## config.mk

```make
export PLATFORM = sky130hd
export DESIGN_NAME = neuron_layer_scheduler
export DESIGN_NICKNAME = d
export VERILOG_FILES = /design/src/rtl/neuron_layer_scheduler.sv
export SDC_FILE = /design/constraint.sdc
export NUM_CORES = 1
export LEC_CHECK = 0
export ABC_AREA = 1
export BUFFER_PORTS_ARGS = -buffer_cell sky130_fd_sc_hd__buf_2
export CAP_MARGIN = 20
export CORE_ASPECT_RATIO = 0.9
export CORE_MARGIN = 4
export CORE_UTILIZATION = 30
export DETAILED_ROUTE_END_ITERATION = 6
export GPL_ROUTABILITY_DRIVEN = 1
export MAX_ROUTING_LAYER = met4
export PLACE_DENSITY = 0.59
export SETUP_SLACK_MARGIN = 0.02
export SLEW_MARGIN = 15
export SYNTH_ARGS = -nofsm -noshare
export SYNTH_HDL_FRONTEND = slang
export SYNTH_SLANG_ARGS = --single-unit
```

## constraint.sdc

```tcl
create_clock -name clk -period 1.8 [get_ports clk]
set_clock_uncertainty 0.05 [all_clocks]
set_input_delay 0.18 -clock clk [delete_from_list [all_inputs] [get_ports clk]]
set_output_delay 0.18 -clock clk [all_outputs]
set_load 0.01 [all_outputs]
```

## src/rtl/neuron_layer_scheduler.sv

```systemverilog
// neuron_layer_scheduler
// Time-multiplexes one neuron datapath across every neuron of a fully-connected
// layer. For each neuron it fetches the weights and bias from the parameter ROM,
// loads them into the neuron, waits out the neuron latency and writes the
// neuron result into the layer result buffer. It also keeps a running signed
// argmax so that the layer directly reports the winning class.
//
// Ports:
//   clk, reset        clock, asynchronous active-low reset
//   start             run request, sampled only while idle
//   busy, done        run in progress / one-cycle completion pulse
//   rom_addr          neuron index into the parameter ROM (1-cycle read latency)
//   rom_weight/bias   ROM read data for rom_addr
//   neuron_weight/bias registered parameters driven into the neuron
//   neuron_output     neuron result, valid neuron_latency cycles after a load
//   out_we/addr/data  result buffer write port
//   class_idx/score   argmax of the last completed run
module neuron_layer_scheduler #(
    parameter int unsigned input_data_size = 4,
    parameter int unsigned resolution      = 8,
    parameter int unsigned num_neurons     = 10,
    parameter int unsigned neuron_latency  = 2,
    localparam int unsigned AW = (num_neurons > 1) ? $clog2(num_neurons) : 1,
    localparam int unsigned WW = resolution * input_data_size
) (
    input  logic                  clk,
    input  logic                  reset,
    input  logic                  start,
    output logic                  busy,
    output logic                  done,
    output logic [AW-1:0]         rom_addr,
    input  logic [WW-1:0]         rom_weight,
    input  logic [resolution-1:0] rom_bias,
    output logic [WW-1:0]         neuron_weight,
    output logic [resolution-1:0] neuron_bias,
    input  logic [resolution-1:0] neuron_output,
    output logic                  out_we,
    output logic [AW-1:0]         out_addr,
    output logic [resolution-1:0] out_data,
    output logic [AW-1:0]         class_idx,
    output logic [resolution-1:0] class_score
);

    localparam int unsigned CW = (neuron_latency > 1) ? $clog2(neuron_latency + 1) : 1;

    localparam logic [2:0] S_IDLE  = 3'd0;
    localparam logic [2:0] S_FETCH = 3'd1;
    localparam logic [2:0] S_LOAD  = 3'd2;
    localparam logic [2:0] S_WAIT  = 3'd3;
    localparam logic [2:0] S_STORE = 3'd4;
    localparam logic [2:0] S_DONE  = 3'd5;

    logic [2:0]            state;
    logic [2:0]            next_state;
    logic [AW-1:0]         idx;
    logic [AW-1:0]         max_idx;
    logic [resolution-1:0] max_score;
    logic [CW-1:0]         cnt;

    logic                  last_c;
    logic                  take_c;
    logic [AW-1:0]         max_idx_c;
    logic [resolution-1:0] max_score_c;

    // State register
    always_ff @(posedge clk or negedge reset) begin
        if (!reset) begin
            state <= S_IDLE;
        end else begin
            state <= next_state;
        end
    end

    // Next-state logic and running-argmax candidate
    always_comb begin
        next_state  = state;
        last_c      = (idx == AW'(num_neurons - 1));
        // Strict compare: on a tie the earlier (lower) index is kept.
        take_c      = (idx == '0) || ($signed(neuron_output) > $signed(max_score));
        max_score_c = take_c ? neuron_output : max_score;
        max_idx_c   = take_c ? idx : max_idx;

        case (state)
            S_IDLE:  if (start) next_state = S_FETCH;
            S_FETCH: next_state = S_LOAD;
            S_LOAD:  next_state = S_WAIT;
            S_WAIT:  if (cnt == CW'(1)) next_state = S_STORE;
            S_STORE: next_state = last_c ? S_DONE : S_FETCH;
            S_DONE:  next_state = S_IDLE;
            default: next_state = S_IDLE;
        endcase
    end

    // Datapath and registered status outputs
    always_ff @(posedge clk or negedge reset) begin
        if (!reset) begin
            busy          <= 1'b0;
            done          <= 1'b0;
            out_we        <= 1'b0;
            idx           <= '0;
            cnt           <= '0;
            max_idx       <= '0;
            max_score     <= '0;
            neuron_weight <= '0;
            neuron_bias   <= '0;
            class_idx     <= '0;
            class_score   <= '0;
        end else begin
            // Status flags are decoded from the upcoming state so they line up
            // with the state they describe.
            busy   <= (next_state != S_IDLE);
            done   <= (next_state == S_DONE);
            out_we <= (next_state == S_STORE);

            case (state)
                S_IDLE: begin
                    if (start) begin
                        idx       <= '0;
                        max_idx   <= '0;
                        max_score <= '0;
                    end
                end
                S_LOAD: begin
                    neuron_weight <= rom_weight;
                    neuron_bias   <= rom_bias;
                    cnt           <= CW'(neuron_latency);
                end
                S_WAIT: begin
                    cnt <= cnt - CW'(1);
                end
                S_STORE: begin
                    max_idx   <= max_idx_c;
                    max_score <= max_score_c;
                    if (last_c) begin
                        class_idx   <= max_idx_c;
                        class_score <= max_score_c;
                    end else begin
                        idx <= idx + AW'(1);
                    end
                end
                default: ;
            endcase
        end
    end

    // idx is a register, so both addresses come straight from a flop.
    assign rom_addr = idx;
    assign out_addr = idx;

    // The neuron result only becomes valid in the STORE cycle itself, so the
    // write data is a gated pass-through behind the registered write strobe.
    assign out_data = out_we ? neuron_output : '0;

endmodule

```

# Word-level counts from Yosys, hierarchy flattened
# Index checks and enable logic that the tools add are counted.
[classes]
addsub = 2
multipliers = 0
div_mod_pow = 0
magnitude_cmp = 1
eq_ne = 10
shifts = 0
muxes = 14
bitwise_logic = 0
n_reduce_logical = 9
[op_table]
columns = ["operator", "n"]
rows = [
  ["$mux W8", 3],
  ["$pmux W4 S2", 2],
  ["$pmux W8 S2", 1],
  ["$pmux W3 S5", 1],
  ["$mux W4", 3],
  ["$eq A3 B3 Y1 const B", 3],
  ["$mux W3", 3],
  ["$gt A8 B8 Y1", 1],
  ["$eq A3 B2 Y1 const B", 2],
  ["$add A4 B1 Y4 const B", 1],
  ["$eq A4 B4 Y1 const B", 1],
  ["$logic_not A4 Y1", 1],
  ["$ne A2 B2 Y1 const B", 2],
  ["$pmux W2 S2", 1],
  ["$reduce_and A2 Y1", 2],
  ["$reduce_bool A2 Y1", 2],
  ["$eq A3 B1 Y1 const B", 1],
  ["$logic_not A3 Y1", 1],
  ["$reduce_and A3 Y1", 1],
  ["$reduce_bool A3 Y1", 1],
  ["$eq A2 B1 Y1 const B", 1],
  ["$sub A2 B1 Y2 const B", 1],
  ["$logic_or A1 B1 Y1", 1],
]
[totals]
register_bits = 76
latch_bits = 0
mem_bits_rw = 0
romBits = 0
in_bits = 51
output_inout_bits = 71
wordCells = 48
mem_count = 0

# Depth between registers and ports, before layout
[depth]
word_depth = 4
depth_mapped = 15
mapped_depth_nobuf = 15

# Worst setup path before layout
# No wires, ideal clock.
[synth_path]
path_type = "flip-flop to flip-flop"
start = "register max_score[7]"
end = "register max_idx[0]"
setup_ns = 0.118
t_arrival_ns = 1.566
required_ns = 1.632
setup_slack_ns = 0.066
stages_incl_launch_ff = 11
path_buffers = 1
synth_period_minus_slack_ns = 1.734
cell_sequence = "dfrtp_1 inv_1 ha_1 a21o_1 nor2_1 nand3_1 nand3_2 buf_6 nand3_1 nand3_1 nand2_1"
[synth_via]
elab_chain_len = 4
[synth_lines]
columns = ["item", "line", "text"]
rows = [
  ["from (decl)", "57", "logic [resolution-1:0] max_score;"],
  ["from (signal assigned)", "133", "max_score <= max_score_c;"],
  ["$gt A8 B8 Y1", "79", "take_c = (idx == '0) || ($signed(neuron_output) > $signed(max_score));"],
  ["$logic_or A1 B1 Y1", "79", ""],
  ["$mux W4", "81", "max_idx_c = take_c ? idx : max_idx;"],
  ["$pmux W4 S2", "115", "case (state)"],
  ["to (signal assigned)", "132", "max_idx <= max_idx_c;"],
  ["to (decl)", "56", "logic [AW-1:0] max_idx;"],
]
# Every way passes these cells.
# A chain may end at the register's enable or synchronous reset.

# Worst setup path after layout
[layout_path]
start = "register max_score[7]"
end = "register max_idx[3]"
# Same word-level chain as after synthesis.

==> flow_metrics.py <==
metrics = {
    "run_status": {
        "outcome": "finished, final reports clean",
    },
    "power": {
        "vdd_drop_max_mv": 0.884,
        "p_leak_uw": 0.00293,
        "p_per_area_nw_per_um2": 1570,
    },
    "logic_synthesis": {
        "yosysWarnings": 0,
        "seq_area_frac_synth": 0.547,
        "synth.most_common_cell": "nand2_1",
        "synth_area_um2": 3480,
        "async_reset_ff_frac": 1.00,
        "synth.avg_cell_area_um2": 8.01,
        "synth_cell_types": 22,
        "netlist_top_cells_count": "nand2_1, dfrtp_1, inv_1",
        "synthTopCellsByArea": "dfrtp_1, nand2_1, nand3_1",
        "synth.top_cell.area_share": 0.547,
        "synth-edff-count": 0,
        "synth-main-ff-cell": "dfrtp_1",
        "synth_seq_cells": 76,
        "synthCells": 434,
        "synth_largest_area_cell": "dfrtp_1",
        "syn_nets": 497,
    },
    "clock_tree": {
        "clk_latency_ns": 0.33,
        "root_buffer": "clkbuf_16",
        "h-tree-depth": 3,
        "tritoncts": "done",
        "clk_pin_slew_ns": 0.06,
        "numCtsBuffers": 9,
        "cts_buffer_depth": 2,
        "cts_sinks": 76,
    },
    "routing": {
        "wl_um": 9810,
        "drtIter0Drc": 174,
        "routed_via_density": 4.35,
        "drt-pass1-iter-count": 4,
        "route.detailed.drc": 0,
        "final_antenna_net_count": 0,
        "vias": 3342,
        "routedWlPerCell_um": 12.8,
    },
    "final_layout": {
        "post-route-cell-area_um2": 5230,
        "final_layout_size_suffix_gt1_frac": 0.312,
        "finalNetCount": 671,
        "diodes": 0,
        "syn2layout_area_growth_pct": 50.4,
    },
    "floorplan": {
        "die_w_um": 121,
        "boundaryPins": 122,
        "core_um2": 11400,
        "row_count": 37,
        "die_y_um": 110,
        "die_area_um2": 13400,
        "start_util": 0.305,
    },
    "grt": {
        "grt_usage": 0.157,
        "antenna_found_initial": 0,
        "grt_overflow": 0,
        "grt_pass1_wl_um": 15800,
        "grt_max_degree": 51,
        "grt_pass1_vias": 3249,
    },
    "placed_design": {
        "dp_hpwl_um": 6620,
        "numPortBuffers": 121,
        "place.gp.congestion": 0.853,
        "dpl_cell_area_um2": 4330,
    },
    "worst_setup_path": {
        "path_class": "reg2reg",
        "crit_arrival_ns": 1.97,
        "crit_fanout": 6,
        "critPathCaptureType": "flip-flop",
        "cp-start-kind": "flip-flop",
        "required_ns": 1.98,
    },
    "timing": {
        "whs_ns": 0.165,
        "max_slew_margin": 0.725,
        "final_max_slew_viol_count": 0,
        "fmax_mhz": 557,
        "setup_viol": 0,
        "period_minus_slack_ns": 1.79,
        "fin_crit_sh": 0.997,
        "rsz0062_at_grt": "yes",
        "tns_ns": 0,
        "tightest_slew_ns": 0.413,
        "finalHoldViolations": 0,
    },
    "worst_hold_path": {
        "hold_path_class": "in2reg",
    },
    "job": {
        "maxCapViolCount": 0,
    },
}
## metal layers
| metal | track usage | vias up | wire (um) |
|---|---|---|---|
| li1 | - | 1669 | - |
| met1 | 0.191 | 1543 | 4440 |
| met2 | 0.246 | 122 | 4580 |
| met3 | 0.0561 | 8 | 696 |
| met4 | 0.0472 | 0 | 87 |
| met5 | - | - | 0 |
## sequential cells by signal, indices dropped and copies added, names as in the netlist
| register | cells |
|---|---|
| neuron_weight | 32 |
| max_score | 8 |
| neuron_bias | 8 |
| out_addr | 4 |
| cnt | 2 |
| done | 1 |
| out_we | 1 |
| class_idx | 4 |
| max_idx | 4 |
| class_score | 8 |
| state | 3 |
| busy | 1 |
## cell families after synthesis
| family | after synthesis | share of synthesized area |
|---|---|---|
| buffers and inverters | 64 | 0.0774 |
| AOI/OAI and AO/OA | 13 | 0.0194 |
| adders and majority gates | 12 | 0.0432 |
| and+or+nand+nor | 269 | 0.313 |
| DFF | 76 | 0.547 |
## where the power goes
group / total [uW] / internal (uW) / switching [uW]
clock: 1970 / 1260 / 716
combinational: 3350 / 1320 / 2030
sequential: 2880 / 2440 / 435
total: 8200 / 5020 / 3180
## cell usage in the layout, fill, tap and decap left out, types with 2 or more instances in the layout
cell           synthesis  layout
clkinvlp_4             0       2
o21ai_0                5       5
buf_2                  5     120
dfrtp_1               76      76
ha_4                   0       5
nor3_1                 3       2
buf_4                  4      18
dlygate4sd3_1          0      41
nor2_1                11       9
nand3_2                1       5
nor2_4                 1       2
inv_2                  4       9
buf_6                  1       2
a21oi_2                0       2
nand4_1                3       3
ha_1                  12       7
nand2_2                1       8
nand3_1               39      34
inv_1                 41      36
bufinv_16              0       2
nand2_1              209     201
clkbuf_16              0       9
a21oi_1                6       4
## through the flow
stage / std cells / total power (uW) / worst slack (ns) / utilization
final: 769 / 8200 / 0.00565 / 0.459
after global routing: 769 / 8910 / -0.139 / 0.459
after CTS: 766 / 8130 / 0.0148 / 0.447
after detailed placement: 709 / 6000 / -0.0936 / 0.380
after global placement: 709 / 5910 / -0.0561 / 0.380
after floorplan: 434 / 4740 / 0.0659 / -
## critical path, cell delays in order, from the launching register on
cell and delay (ns):
dfrtp_1 0.39, inv_2 0.08, ha_4 0.20, a21o_1 0.18
nor2_2 0.13, nand2_2 0.06, nand2_2 0.09, nand3_4 0.10
buf_6 0.16, nand3_2 0.06, nand2_2 0.07, nand2_2 0.07
nand2_1 0.04
## final cells by class
type | count | area [um^2]
clock buffer | 11 | 243
clock inverter | 5 | 83.8
fill | 1097 | 6160
inverter | 45 | 169
multi-input combinational | 294 | 1450
sequential | 76 | 1900
tap | 156 | 195
timing repair buffer | 182 | 1190
## worst paths after layout
path	cells past startpoint	slack, ns	to	from
worst max-delay path	12	0.006	max_idx[3]$_DFFE_PN0P_	max_score[7]$_DFFE_PN0P_
max in group asynchronous	3	0.84	max_idx[0]$_DFFE_PN0P_	reset
worst max register to register	12	0.006	max_idx[3]$_DFFE_PN0P_	max_score[7]$_DFFE_PN0P_
min in group asynchronous	2	0.26	neuron_weight[18]$_DFFE_PN0P_	reset
worst min register to register	2	0.41	neuron_weight[18]$_DFFE_PN0P_	neuron_weight[18]$_DFFE_PN0P_
worst min-delay path	5	0.16	max_score[4]$_DFFE_PN0P_	neuron_output[4]
## what timing repair did
action,in CTS,in global routing
setup buffers,0,3
pin swaps,2,13
hold buffers,41,0
endpoints found under the hold margin,66,0
setup endpoints to repair,24,25
gates resized for setup,8,24
(Power assumes the default switching activity.)
